### config.mk
export PLATFORM = sky130hd
export DESIGN_NAME = acc_scheduler
export DESIGN_NICKNAME = d
export VERILOG_FILES = /design/src/rtl/acc_pkg.sv /design/src/rtl/acc_watchdog.sv /design/src/rtl/acc_scheduler.sv
export SDC_FILE = /design/constraint.sdc
export NUM_CORES = 1
export LEC_CHECK = 0
export CORE_UTILIZATION = 37
export DETAILED_ROUTE_END_ITERATION = 7
export PLACE_DENSITY_LB_ADDON = 0.15
export SLEW_MARGIN = 20
export SYNTH_ARGS = -nofsm -noshare
export SYNTH_HDL_FRONTEND = slang
export SYNTH_SLANG_ARGS = --single-unit
### constraint.sdc
create_clock -name clk_i -period 2.3 [get_ports clk_i]
set_input_delay 0.345 -clock clk_i [delete_from_list [all_inputs] [get_ports clk_i]]
set_output_delay 0.345 -clock clk_i [all_outputs]
set_load 0.02 [all_outputs]
### src/rtl/acc_pkg.sv
// acc_pkg: shared constants and types for the block-matching job scheduler.
//   CURR_BYTES / SRCH_BYTES : bytes streamed into curr_mem / search_mem per job
//   CNT_W                   : width of the shared load byte counter
//   SAD_W / MV_W            : result field widths
//   sched_state_e           : scheduler FSM states
//   ld_mode_e               : load mode latched at job start
//   me_result_t             : latched best-match result
package acc_pkg;

    localparam int unsigned CURR_BYTES = 256;
    localparam int unsigned SRCH_BYTES = 1024;
    localparam int unsigned CNT_W      = 10;
    localparam int unsigned SAD_W      = 16;
    localparam int unsigned MV_W       = 5;

    // Largest real SAD is 256*255 = 65280, so all-ones is free to flag an abort.
    localparam logic [SAD_W-1:0] SAD_ABORT = 16'hFFFF;
    localparam logic [CNT_W-1:0] CURR_LAST = CNT_W'(CURR_BYTES - 1);
    localparam logic [CNT_W-1:0] SRCH_LAST = CNT_W'(SRCH_BYTES - 1);

    typedef enum logic [2:0] {
        StIdle,
        StLoadCurr,
        StLoadSrch,
        StFlush,
        StRun,
        StResult
    } sched_state_e;

    typedef enum logic [1:0] {
        LD_FULL = 2'b00,
        LD_CURR = 2'b01,
        LD_SRCH = 2'b10,
        LD_NONE = 2'b11
    } ld_mode_e;

    typedef struct packed {
        logic [SAD_W-1:0] sad;
        logic [MV_W-1:0]  mv_x;
        logic [MV_W-1:0]  mv_y;
        logic             err;
    } me_result_t;

endpackage

### src/rtl/acc_watchdog.sv
// acc_watchdog: cycle counter that flags expiry on its TIMEOUT_CYCLES-th enabled cycle.
//   clk_i    : clock
//   rst_i    : synchronous active-high reset
//   clr_i    : synchronous clear (dominates enable)
//   en_i     : count this cycle
//   expire_o : high while enabled and the count equals TIMEOUT_CYCLES-1
module acc_watchdog #(
    parameter int unsigned TIMEOUT_CYCLES = 100000
) (
    input  logic clk_i,
    input  logic rst_i,
    input  logic clr_i,
    input  logic en_i,
    output logic expire_o
);

    localparam int unsigned W = (TIMEOUT_CYCLES > 1) ? $clog2(TIMEOUT_CYCLES) : 1;
    localparam logic [W-1:0] LIMIT = W'(TIMEOUT_CYCLES - 1);

    logic [W-1:0] r_cnt;

    always_ff @(posedge clk_i) begin
        if (rst_i || clr_i) begin
            r_cnt <= '0;
        end else if (en_i) begin
            r_cnt <= r_cnt + 1'b1;
        end
    end

    assign expire_o = en_i && (r_cnt == LIMIT);

endmodule

### src/rtl/acc_scheduler.sv
// acc_scheduler: job sequencer for the block-matching accelerator.
//   start_i/mode_i          : begin a job and choose which memories to load
//   busy_o                  : scheduler not idle
//   ld_valid_i/ld_ready_o/ld_data_i : host byte stream
//   curr_mem_* / search_mem_*       : registered write ports, one cycle after each byte
//   cu_start_o              : one-cycle kick on the first RUN cycle
//   cu_done_i, cu_sad_i, cu_mv_*_i  : completion and result from the control unit
//   res_valid_o/res_ready_i : result handshake; res_* hold until the next job latches
module acc_scheduler
    import acc_pkg::*;
#(
    parameter int unsigned TIMEOUT_CYCLES = 100000
) (
    input  logic             clk_i,
    input  logic             rst_i,
    input  logic             start_i,
    input  logic [1:0]       mode_i,
    output logic             busy_o,
    input  logic             ld_valid_i,
    output logic             ld_ready_o,
    input  logic [7:0]       ld_data_i,
    output logic             curr_mem_we_o,
    output logic [7:0]       curr_mem_waddr_o,
    output logic [7:0]       curr_mem_wdata_o,
    output logic             search_mem_we_o,
    output logic [9:0]       search_mem_waddr_o,
    output logic [7:0]       search_mem_wdata_o,
    output logic             cu_start_o,
    input  logic             cu_done_i,
    input  logic [SAD_W-1:0] cu_sad_i,
    input  logic [MV_W-1:0]  cu_mv_x_i,
    input  logic [MV_W-1:0]  cu_mv_y_i,
    output logic             res_valid_o,
    input  logic             res_ready_i,
    output logic [SAD_W-1:0] res_sad_o,
    output logic [MV_W-1:0]  res_mv_x_o,
    output logic [MV_W-1:0]  res_mv_y_o,
    output logic             res_err_o
);

    sched_state_e     r_state;
    sched_state_e     w_state_next;
    ld_mode_e         r_mode;
    logic [CNT_W-1:0] r_cnt;
    logic             w_hs;
    logic             w_last_byte;
    logic             w_run;
    logic             w_expire;

    logic             r_curr_we;
    logic [7:0]       r_curr_waddr;
    logic [7:0]       r_curr_wdata;
    logic             r_srch_we;
    logic [9:0]       r_srch_waddr;
    logic [7:0]       r_srch_wdata;
    logic             r_cu_start;
    me_result_t       r_res;

    assign ld_ready_o  = (r_state == StLoadCurr) || (r_state == StLoadSrch);
    assign w_hs        = ld_valid_i && ld_ready_o;
    assign w_last_byte = ((r_state == StLoadCurr) && (r_cnt == CURR_LAST)) ||
                         ((r_state == StLoadSrch) && (r_cnt == SRCH_LAST));
    assign w_run       = (r_state == StRun);

    acc_watchdog #(
        .TIMEOUT_CYCLES(TIMEOUT_CYCLES)
    ) u_watchdog (
        .clk_i    (clk_i),
        .rst_i    (rst_i),
        .clr_i    (!w_run),
        .en_i     (w_run),
        .expire_o (w_expire)
    );

    always_ff @(posedge clk_i) begin
        if (rst_i) begin
            r_state <= StIdle;
        end else begin
            r_state <= w_state_next;
        end
    end

    always_comb begin
        w_state_next = r_state;
        unique case (r_state)
            StIdle: begin
                if (start_i) begin
                    unique case (ld_mode_e'(mode_i))
                        LD_FULL, LD_CURR: w_state_next = StLoadCurr;
                        LD_SRCH:          w_state_next = StLoadSrch;
                        LD_NONE:          w_state_next = StFlush;
                    endcase
                end
            end
            StLoadCurr: begin
                if (w_hs && w_last_byte) begin
                    w_state_next = (r_mode == LD_FULL) ? StLoadSrch : StFlush;
                end
            end
            StLoadSrch: begin
                if (w_hs && w_last_byte) begin
                    w_state_next = StFlush;
                end
            end
            StFlush:  w_state_next = StRun;
            StRun: begin
                if (cu_done_i || w_expire) begin
                    w_state_next = StResult;
                end
            end
            StResult: begin
                if (res_ready_i) begin
                    w_state_next = StIdle;
                end
            end
            default:  w_state_next = StIdle;
        endcase
    end

    // Load datapath: shared byte counter and one-cycle-delayed write ports.
    always_ff @(posedge clk_i) begin
        if (rst_i) begin
            r_mode       <= LD_FULL;
            r_cnt        <= '0;
            r_curr_we    <= 1'b0;
            r_curr_waddr <= '0;
            r_curr_wdata <= '0;
            r_srch_we    <= 1'b0;
            r_srch_waddr <= '0;
            r_srch_wdata <= '0;
        end else begin
            if ((r_state == StIdle) && start_i) begin
                r_mode <= ld_mode_e'(mode_i);
            end
            r_curr_we <= w_hs && (r_state == StLoadCurr);
            r_srch_we <= w_hs && (r_state == StLoadSrch);
            if (w_hs) begin
                r_cnt <= w_last_byte ? '0 : r_cnt + 1'b1;
                if (r_state == StLoadCurr) begin
                    r_curr_waddr <= r_cnt[7:0];
                    r_curr_wdata <= ld_data_i;
                end else begin
                    r_srch_waddr <= r_cnt;
                    r_srch_wdata <= ld_data_i;
                end
            end
        end
    end

    // FLUSH always precedes RUN, so registering "in FLUSH" yields the first-RUN-cycle kick.
    always_ff @(posedge clk_i) begin
        if (rst_i) begin
            r_cu_start <= 1'b0;
            r_res      <= '0;
        end else begin
            r_cu_start <= (r_state == StFlush);
            if (w_run) begin
                if (cu_done_i) begin
                    r_res.sad  <= cu_sad_i;
                    r_res.mv_x <= cu_mv_x_i;
                    r_res.mv_y <= cu_mv_y_i;
                    r_res.err  <= 1'b0;
                end else if (w_expire) begin
                    r_res.sad  <= SAD_ABORT;
                    r_res.mv_x <= '0;
                    r_res.mv_y <= '0;
                    r_res.err  <= 1'b1;
                end
            end
        end
    end

    assign busy_o             = (r_state != StIdle);
    assign curr_mem_we_o      = r_curr_we;
    assign curr_mem_waddr_o   = r_curr_waddr;
    assign curr_mem_wdata_o   = r_curr_wdata;
    assign search_mem_we_o    = r_srch_we;
    assign search_mem_waddr_o = r_srch_waddr;
    assign search_mem_wdata_o = r_srch_wdata;
    assign cu_start_o         = r_cu_start;
    assign res_valid_o        = (r_state == StResult);
    assign res_sad_o          = r_res.sad;
    assign res_mv_x_o         = r_res.mv_x;
    assign res_mv_y_o         = r_res.mv_y;
    assign res_err_o          = r_res.err;

endmodule

# Word level (Yosys, flattened, before mapping)
# Cells that the tools add are included.
[word_totals] elab_cells=68 out_inout_bits=67 regBits=96 input_bits=42
[classes] add_sub_neg=2 eq_ne=16 n_reduce_logical=23 n_bitwise=1 mux=11
[op_table] cell="two-way mux 27 bit" count=2
[op_table] cell="one-hot mux 3 bit (6 select lines)" count=1
[op_table] cell="adder 17 x 1 -> 17 bit, second input constant" count=1
[op_table] cell="== test 17 bit, second input constant" count=1
[op_table] cell="two-way mux 3 bit" count=5
[op_table] cell="adder 10 x 1 -> 10 bit, second input constant" count=1
[op_table] cell="== test 10 bit, second input constant" count=1
[op_table] cell="== test 10 x 8 -> 1 bit, second input constant" count=1
[op_table] cell="two-way mux 10 bit" count=1
[op_table] cell="one-hot mux 3 bit (3 select lines)" count=1
[op_table] cell="logical AND 1 bit" count=8
[op_table] cell="== test 3 x 2 -> 1 bit, second input constant" count=2
[op_table] cell="== test 3 bit, second input constant" count=2
[op_table] cell="!= test 2 x 1 -> 1 bit, second input constant" count=3
[op_table] cell="AND reduction 2 bit" count=3
[op_table] cell="AND reduction 5 bit" count=1
[op_table] cell="== test 2 bit, second input constant" count=2
[op_table] cell="logical NOT 2 bit" count=2
[op_table] cell="logical OR 1 bit" count=4
[op_table] cell="!= test 2 bit, second input constant" count=2
[op_table] cell="== test 3 x 1 -> 1 bit, second input constant" count=1
[op_table] cell="logical NOT 3 bit" count=1
[op_table] cell="nonzero test 3 bit" count=1
[op_table] cell="== test 2 x 1 -> 1 bit, second input constant" count=1
[op_table] cell="other kinds (5)" count=5

# Logic depth before layout (Yosys ltp)
[logic_depth] word_depth=6 mapped_depth=8 depth_no_buf=6

# By module
# Synthesis repeated with hierarchy kept, for this count alone.
[unflattened] cells_unflattened=441 area_unflattened_um2=3756.1
[modules_own_cells] mod="acc_scheduler" instances=1 area_per_inst_um2=2915.3 cells_each=343 seq_area_each_um2=1581.5
[modules_own_cells] mod="acc_watchdog" instances=1 area_per_inst_um2=840.8 cells_each=98 seq_area_each_um2=340.3

# Worst setup path before layout
# Ideal clock, no wire load.
[synth_path] path_kind="register to register" from="register r_state[1]" to="register r_state[1]" synth_period_minus_slack_ns=1.729 setup_slack_ns=0.571 arrival_time_ns=1.649 required_ns=2.220 path_stages_with_launch=7 setup_ns=0.080 n_path_buf=1 cell_sequence="dfxtp_1 buf_6 or4b_4 a211o_1 a2bb2oi_2 o211ai_1 a211oi_2"
[synth_via] elab_chain_cells=6 word_cells_on_any_way=21 cone_classes="eq/ne (10); mux (1); reduce/logical (10)"
[synth_rtl] element="start, declared" line_no="acc_scheduler.sv:41" rtl="sched_state_e r_state;"
[synth_rtl] element="start signal, assigned" line_no="acc_scheduler.sv:77" rtl="r_state <= StIdle;"
[synth_rtl] element="start signal, assigned" line_no="acc_scheduler.sv:79" rtl="r_state <= w_state_next;"
[synth_rtl] element="== test 3 x 1 -> 1 bit or == test 3 x 2 -> 1 bit (tied branches)"
[synth_rtl] element="logical OR 1 bit, or another cell as far along" line_no="acc_scheduler.sv:59" rtl="assign ld_ready_o = (r_state == StLoadCurr) || (r_state == StLoadSrch);"
[synth_rtl] element="logical AND 1 bit or logical OR 1 bit (tied branches)" line_no="acc_scheduler.sv:60, acc_scheduler.sv:61"
[synth_rtl] element="logical AND 1 bit" line_no="acc_scheduler.sv:96, acc_scheduler.sv:101"
[synth_rtl] element="!= test 2 x 1 -> 1 bit (no source line)"
[synth_rtl] element="AND reduction 5 bit (no source line)"
# Parallel ways exist; a longest one is shown, timed or not.
# A chain may end at the register's enable or synchronous reset.

# Worst setup path in the final report
[layout_path] from="register r_state[2]" to="output res_valid_o"
[layout_via] elab_chain_cells=1
[layout_rtl] element="== test 3 bit" line_no="acc_scheduler.sv:181" rtl="assign res_valid_o = (r_state == StResult);"
[layout_rtl] element="end, declared" line_no="acc_scheduler.sv:33" rtl="output logic res_valid_o,"
# Every way passes these cells.

==> results.tsv <==
stage	metric	value	unit
final_layout	Register Area	1926	µm²
yosys	count of warnings emitted by yosys	0	
floorplan	die area	11030	µm²
route	Total Wirelength	9457	µm
clocking	clock root buffer	clkbuf_8	
timing	Worst slew margin	53.25	%
yosys	Post-Synthesis Cells	469	
hold_path	WHS Path Cells	2	
floorplan	Starting Density	38.03	%
yosys	Synth Flop Type	dfxtp_1	
clocking	CTS max path bufs	2	
setup_path	reg2reg setup slack	0.35	ns
timing	worst setup margin	0.1258	ns
placed_design	Final Wtd Congestion	0.8497	
power_and_ir_drop	Clock power frac	29.1	%
setup_path	WP data arrival	1.83	ns
global_route	gr ovfl total	0	
timing	final setup violation count	0	
setup_path	path depth of the worst reg2reg path	6	
floorplan	Die Ht	105.0	µm
clocking	# hold bufs at CTS	0	
final_layout	multi-input logic area	1836	µm²
setup_path	CP Data Required Time	1.96	ns
final_layout	Area Overhead vs Synth	35.98	%
route	DR pass1 iterations	4	
power_and_ir_drop	Seq pwr share	46.0	%
route	via count	3500	
timing	maximum clock frequency	0.4599	GHz
power_and_ir_drop	Worst VDD drop	0.3174	mV
setup_path	Crit Path Class	reg2out	
power_and_ir_drop	Combinational Power Share	24.9	%
placed_design	Port Buffers	108	
floorplan	Ports	109	
outcome	outcome	completed	
clocking	CTS H-tree lvls	3	
timing	Hold Vio Cnt, Final	0	
setup_path	CP Capture Type	output port	
route	antenna-violating nets left	0	
timing	Worst-Margin Slew	0.7012	ns
clocking	Clock Pin Slew Worst Setup and Hold Paths	0.10	ns
global_route	first-pass GRT wire length	15620	µm
final_layout	Fillers	987	
yosys	register bit total from synthesis	96	
timing	Final Cycle Share	94.53	%
yosys	Post-synth EDFFs	0	
final_layout	Nets	617	
timing	TNS Setup	0	ns
clocking	cts bufs inserted	9	
final_layout	final core occ	51.71	%
route	Via-to-Cell Ratio	4.902	
timing	unrepaired setup endpoints after global routing	false	
yosys	sequential area share after synthesis	48.95	%
floorplan	Die Wd	105.0	µm
clocking	post_cts resized	3	
timing	Final Critical Period	2.174	ns
yosys	Synth async-reset ratio	0	%
hold_path	Min-Delay Startpoint	rst_i	
setup_path	RR Startpoint	u_watchdog.r_cnt[12]	
flow_run	max cap viols	0	
global_route	vias in the first global route	3284	
route	DR WL/cell	13.25	µm
yosys	post-synth net total	513	
clocking	Setup Fix Bufs, Post-CTS	0	
route	DRC	0	
yosys	mapped cell area	3926	µm²
placed_design	Placed Area	5120	µm²
clocking	CTS tree	built	
setup_path	critical path launch point type	flip-flop	
placed_design	Post-Place Setup Slack	0.3170	ns
final_layout	post-route cell area	5339	µm²
hold_path	Worst Hold Class	in2reg	
power_and_ir_drop	Pleak	1.815	nW
timing	max-slew violations	0	
power_and_ir_drop	Int Power	0.002747	W
final_layout	layout cells sized above 1	8.997	%
power_and_ir_drop	pwr dens	755.9	nW/µm²
hold_path	WHS Endpoint	res_err_o	
global_route	GRT Total Usage	17.58	%
setup_path	crit-path max FO	12	
global_route	largest net degree at the start of global routing	30	
power_and_ir_drop	Power, Total	0.004035	W
setup_path	reg2reg end	res_sad_o[4]	
route	DRT iter0 DRCs	106	
final_layout	ANT cells	0	
yosys	Mapped Avg Cell Area	8.372	µm²
yosys	library cells used by synthesis	42	
floorplan	Row Count	37	
floorplan	core box area	10320	µm²
power_and_ir_drop	Switch Pwr	0.001288	W
global_route	initial antenna violation count	0	
timing	clk_skew	0.01163	ns
placed_design	post-DP HPWL	6649	µm
clocking	Clk Latency, worst-skew pair	0.37	ns
clocking	clk sinks	96	
power_and_ir_drop	Sw Share	31.92	%
layer usage:
layer	routed length, µm	share of wire (%)	up-vias	global-route usage (%)
li1	-	-	1782	-
met1	4392	46	1625	22.78
met2	4426	47	83	28.43
met3	510	5.4	10	3.618
met4	127	1.3	0	7.243
met5	0	0	-	0
Yosys cell counts, types with 2 or more instances:
| cell type | count | share of area (%) |
|---|---|---|
| a21o_1 | 2 | 0.38 |
| a21oi_1 | 69 | 8.8 |
| and3_1 | 6 | 0.96 |
| buf_2 | 6 | 0.76 |
| buf_4 | 2 | 0.38 |
| buf_6 | 2 | 0.57 |
| clkbuf_1 | 15 | 1.4 |
| dfxtp_1 | 96 | 49 |
| ha_1 | 2 | 0.64 |
| inv_1 | 6 | 0.57 |
| mux2i_1 | 4 | 1.0 |
| nand2_1 | 93 | 8.9 |
| nand2b_1 | 5 | 0.80 |
| nand3_1 | 13 | 1.7 |
| nand4_1 | 7 | 1.1 |
| nor2_1 | 56 | 5.4 |
| nor3_1 | 12 | 1.5 |
| nor3_2 | 10 | 2.5 |
| nor4_1 | 2 | 0.32 |
| o211ai_1 | 2 | 0.38 |
| o21ai_0 | 13 | 1.7 |
| or3_1 | 4 | 0.64 |
| or4b_4 | 2 | 0.70 |
| xnor2_1 | 9 | 2.0 |
| xor2_1 | 14 | 3.1 |
kinds of logic (layout without fill, tap and decap cells):
group           Yosys count  count (layout)  share of synthesized area (%)
simple gates            217             217                          26.99
xor+xnor                 23              23                          5.131
flops                    96              96                          48.95
compound gates           93              93                          12.97
buf+inv                  34             143                          4.302
mux                       4               4                          1.020
fa+ha+maj                 2               2                         0.6372
worst max-delay path: stages, from the launching register on:
cell and delay [ns]:
dfxtp_2 0.51, inv_2 0.14, nor2_1 0.19, clkdlybuf4s50_1 0.63
power groups by stage:
stage	logic [W]	registers, W	clock network, W
after floorplan	0.000598	0.00191	0
after global placement	0.00101	0.00188	0
after detailed placement	0.00101	0.00189	0
after CTS	0.00102	0.00186	0.00121
after global routing	0.00109	0.00188	0.00128
final	0.00101	0.00186	0.00117
area by class of cell:
cell class | instances | share of cell area (%)
clock inverters | 7 | 1.664
flip-flops and latches | 96 | 36.07
inverters | 7 | 0.4921
clock buffers | 9 | 2.320
well taps | 136 | 3.187
multi-input cells | 339 | 34.38
repair buffers | 120 | 21.89
how the worst max path moves through the flow:
stage | startpoint | end | slack, ns | depth (start not counted)
after floorplan | r_state[1] | r_state[1] | 0.57 | 6
after global placement | r_state[1] | ld_ready_o | 0.35 | 3
after detailed placement | r_state[1] | ld_ready_o | 0.32 | 3
after CTS | r_state[1] | ld_ready_o | 0.02 | 3
after global routing | r_state[2] | res_valid_o | 0.05 | 3
final | r_state[2] | res_valid_o | 0.13 | 3
metrics by stage:
step | instances | hold WS (ns)
6_report | 714 | 0.3891
5_1_grt | 714 | 0.3897
4_1_cts | 714 | 0.3742
3_5_place_dp | 698 | 0.4481
3_3_place_gp | 698 | 0.4420
2_1_floorplan | 469 | 0.4299
sequential cells by signal, indices dropped and copies added (netlist names):
signal,count
cu_start_o,1
curr_mem_waddr_o,8
curr_mem_wdata_o,8
curr_mem_we_o,1
r_cnt,10
r_mode,2
r_state,3
res_err_o,1
res_mv_x_o,5
res_mv_y_o,5
res_sad_o,16
search_mem_waddr_o,10
search_mem_wdata_o,8
search_mem_we_o,1
u_watchdog.r_cnt,17
placed cells by master (no fill, tap or decap), types with 2 or more instances in the layout:
cell type        netlist  layout
nand4_1                7       7
nor3_1                12      12
nor2_1                56      56
nand2b_1               5       5
mux2i_1                4       4
clkbuf_8               0       9
o211ai_1               2       2
or4b_4                 2       2
xor2_1                14      14
nor3_2                10      10
or3_1                  4       4
inv_1                  6       6
nand2_1               93      93
buf_4                  2      12
clkinv_4               0       2
and3_1                 6       6
nand3_1               13      13
inv_8                  0       3
o21ai_0               13      13
ha_1                   2       2
nor4_1                 2       2
a21oi_1               69      69
dfxtp_1               96      93
xnor2_1                9       9
dfxtp_2                0       3
clkdlybuf4s50_1        0     106
a21o_1                 2       2
Power figures use the tool's default switching activity.
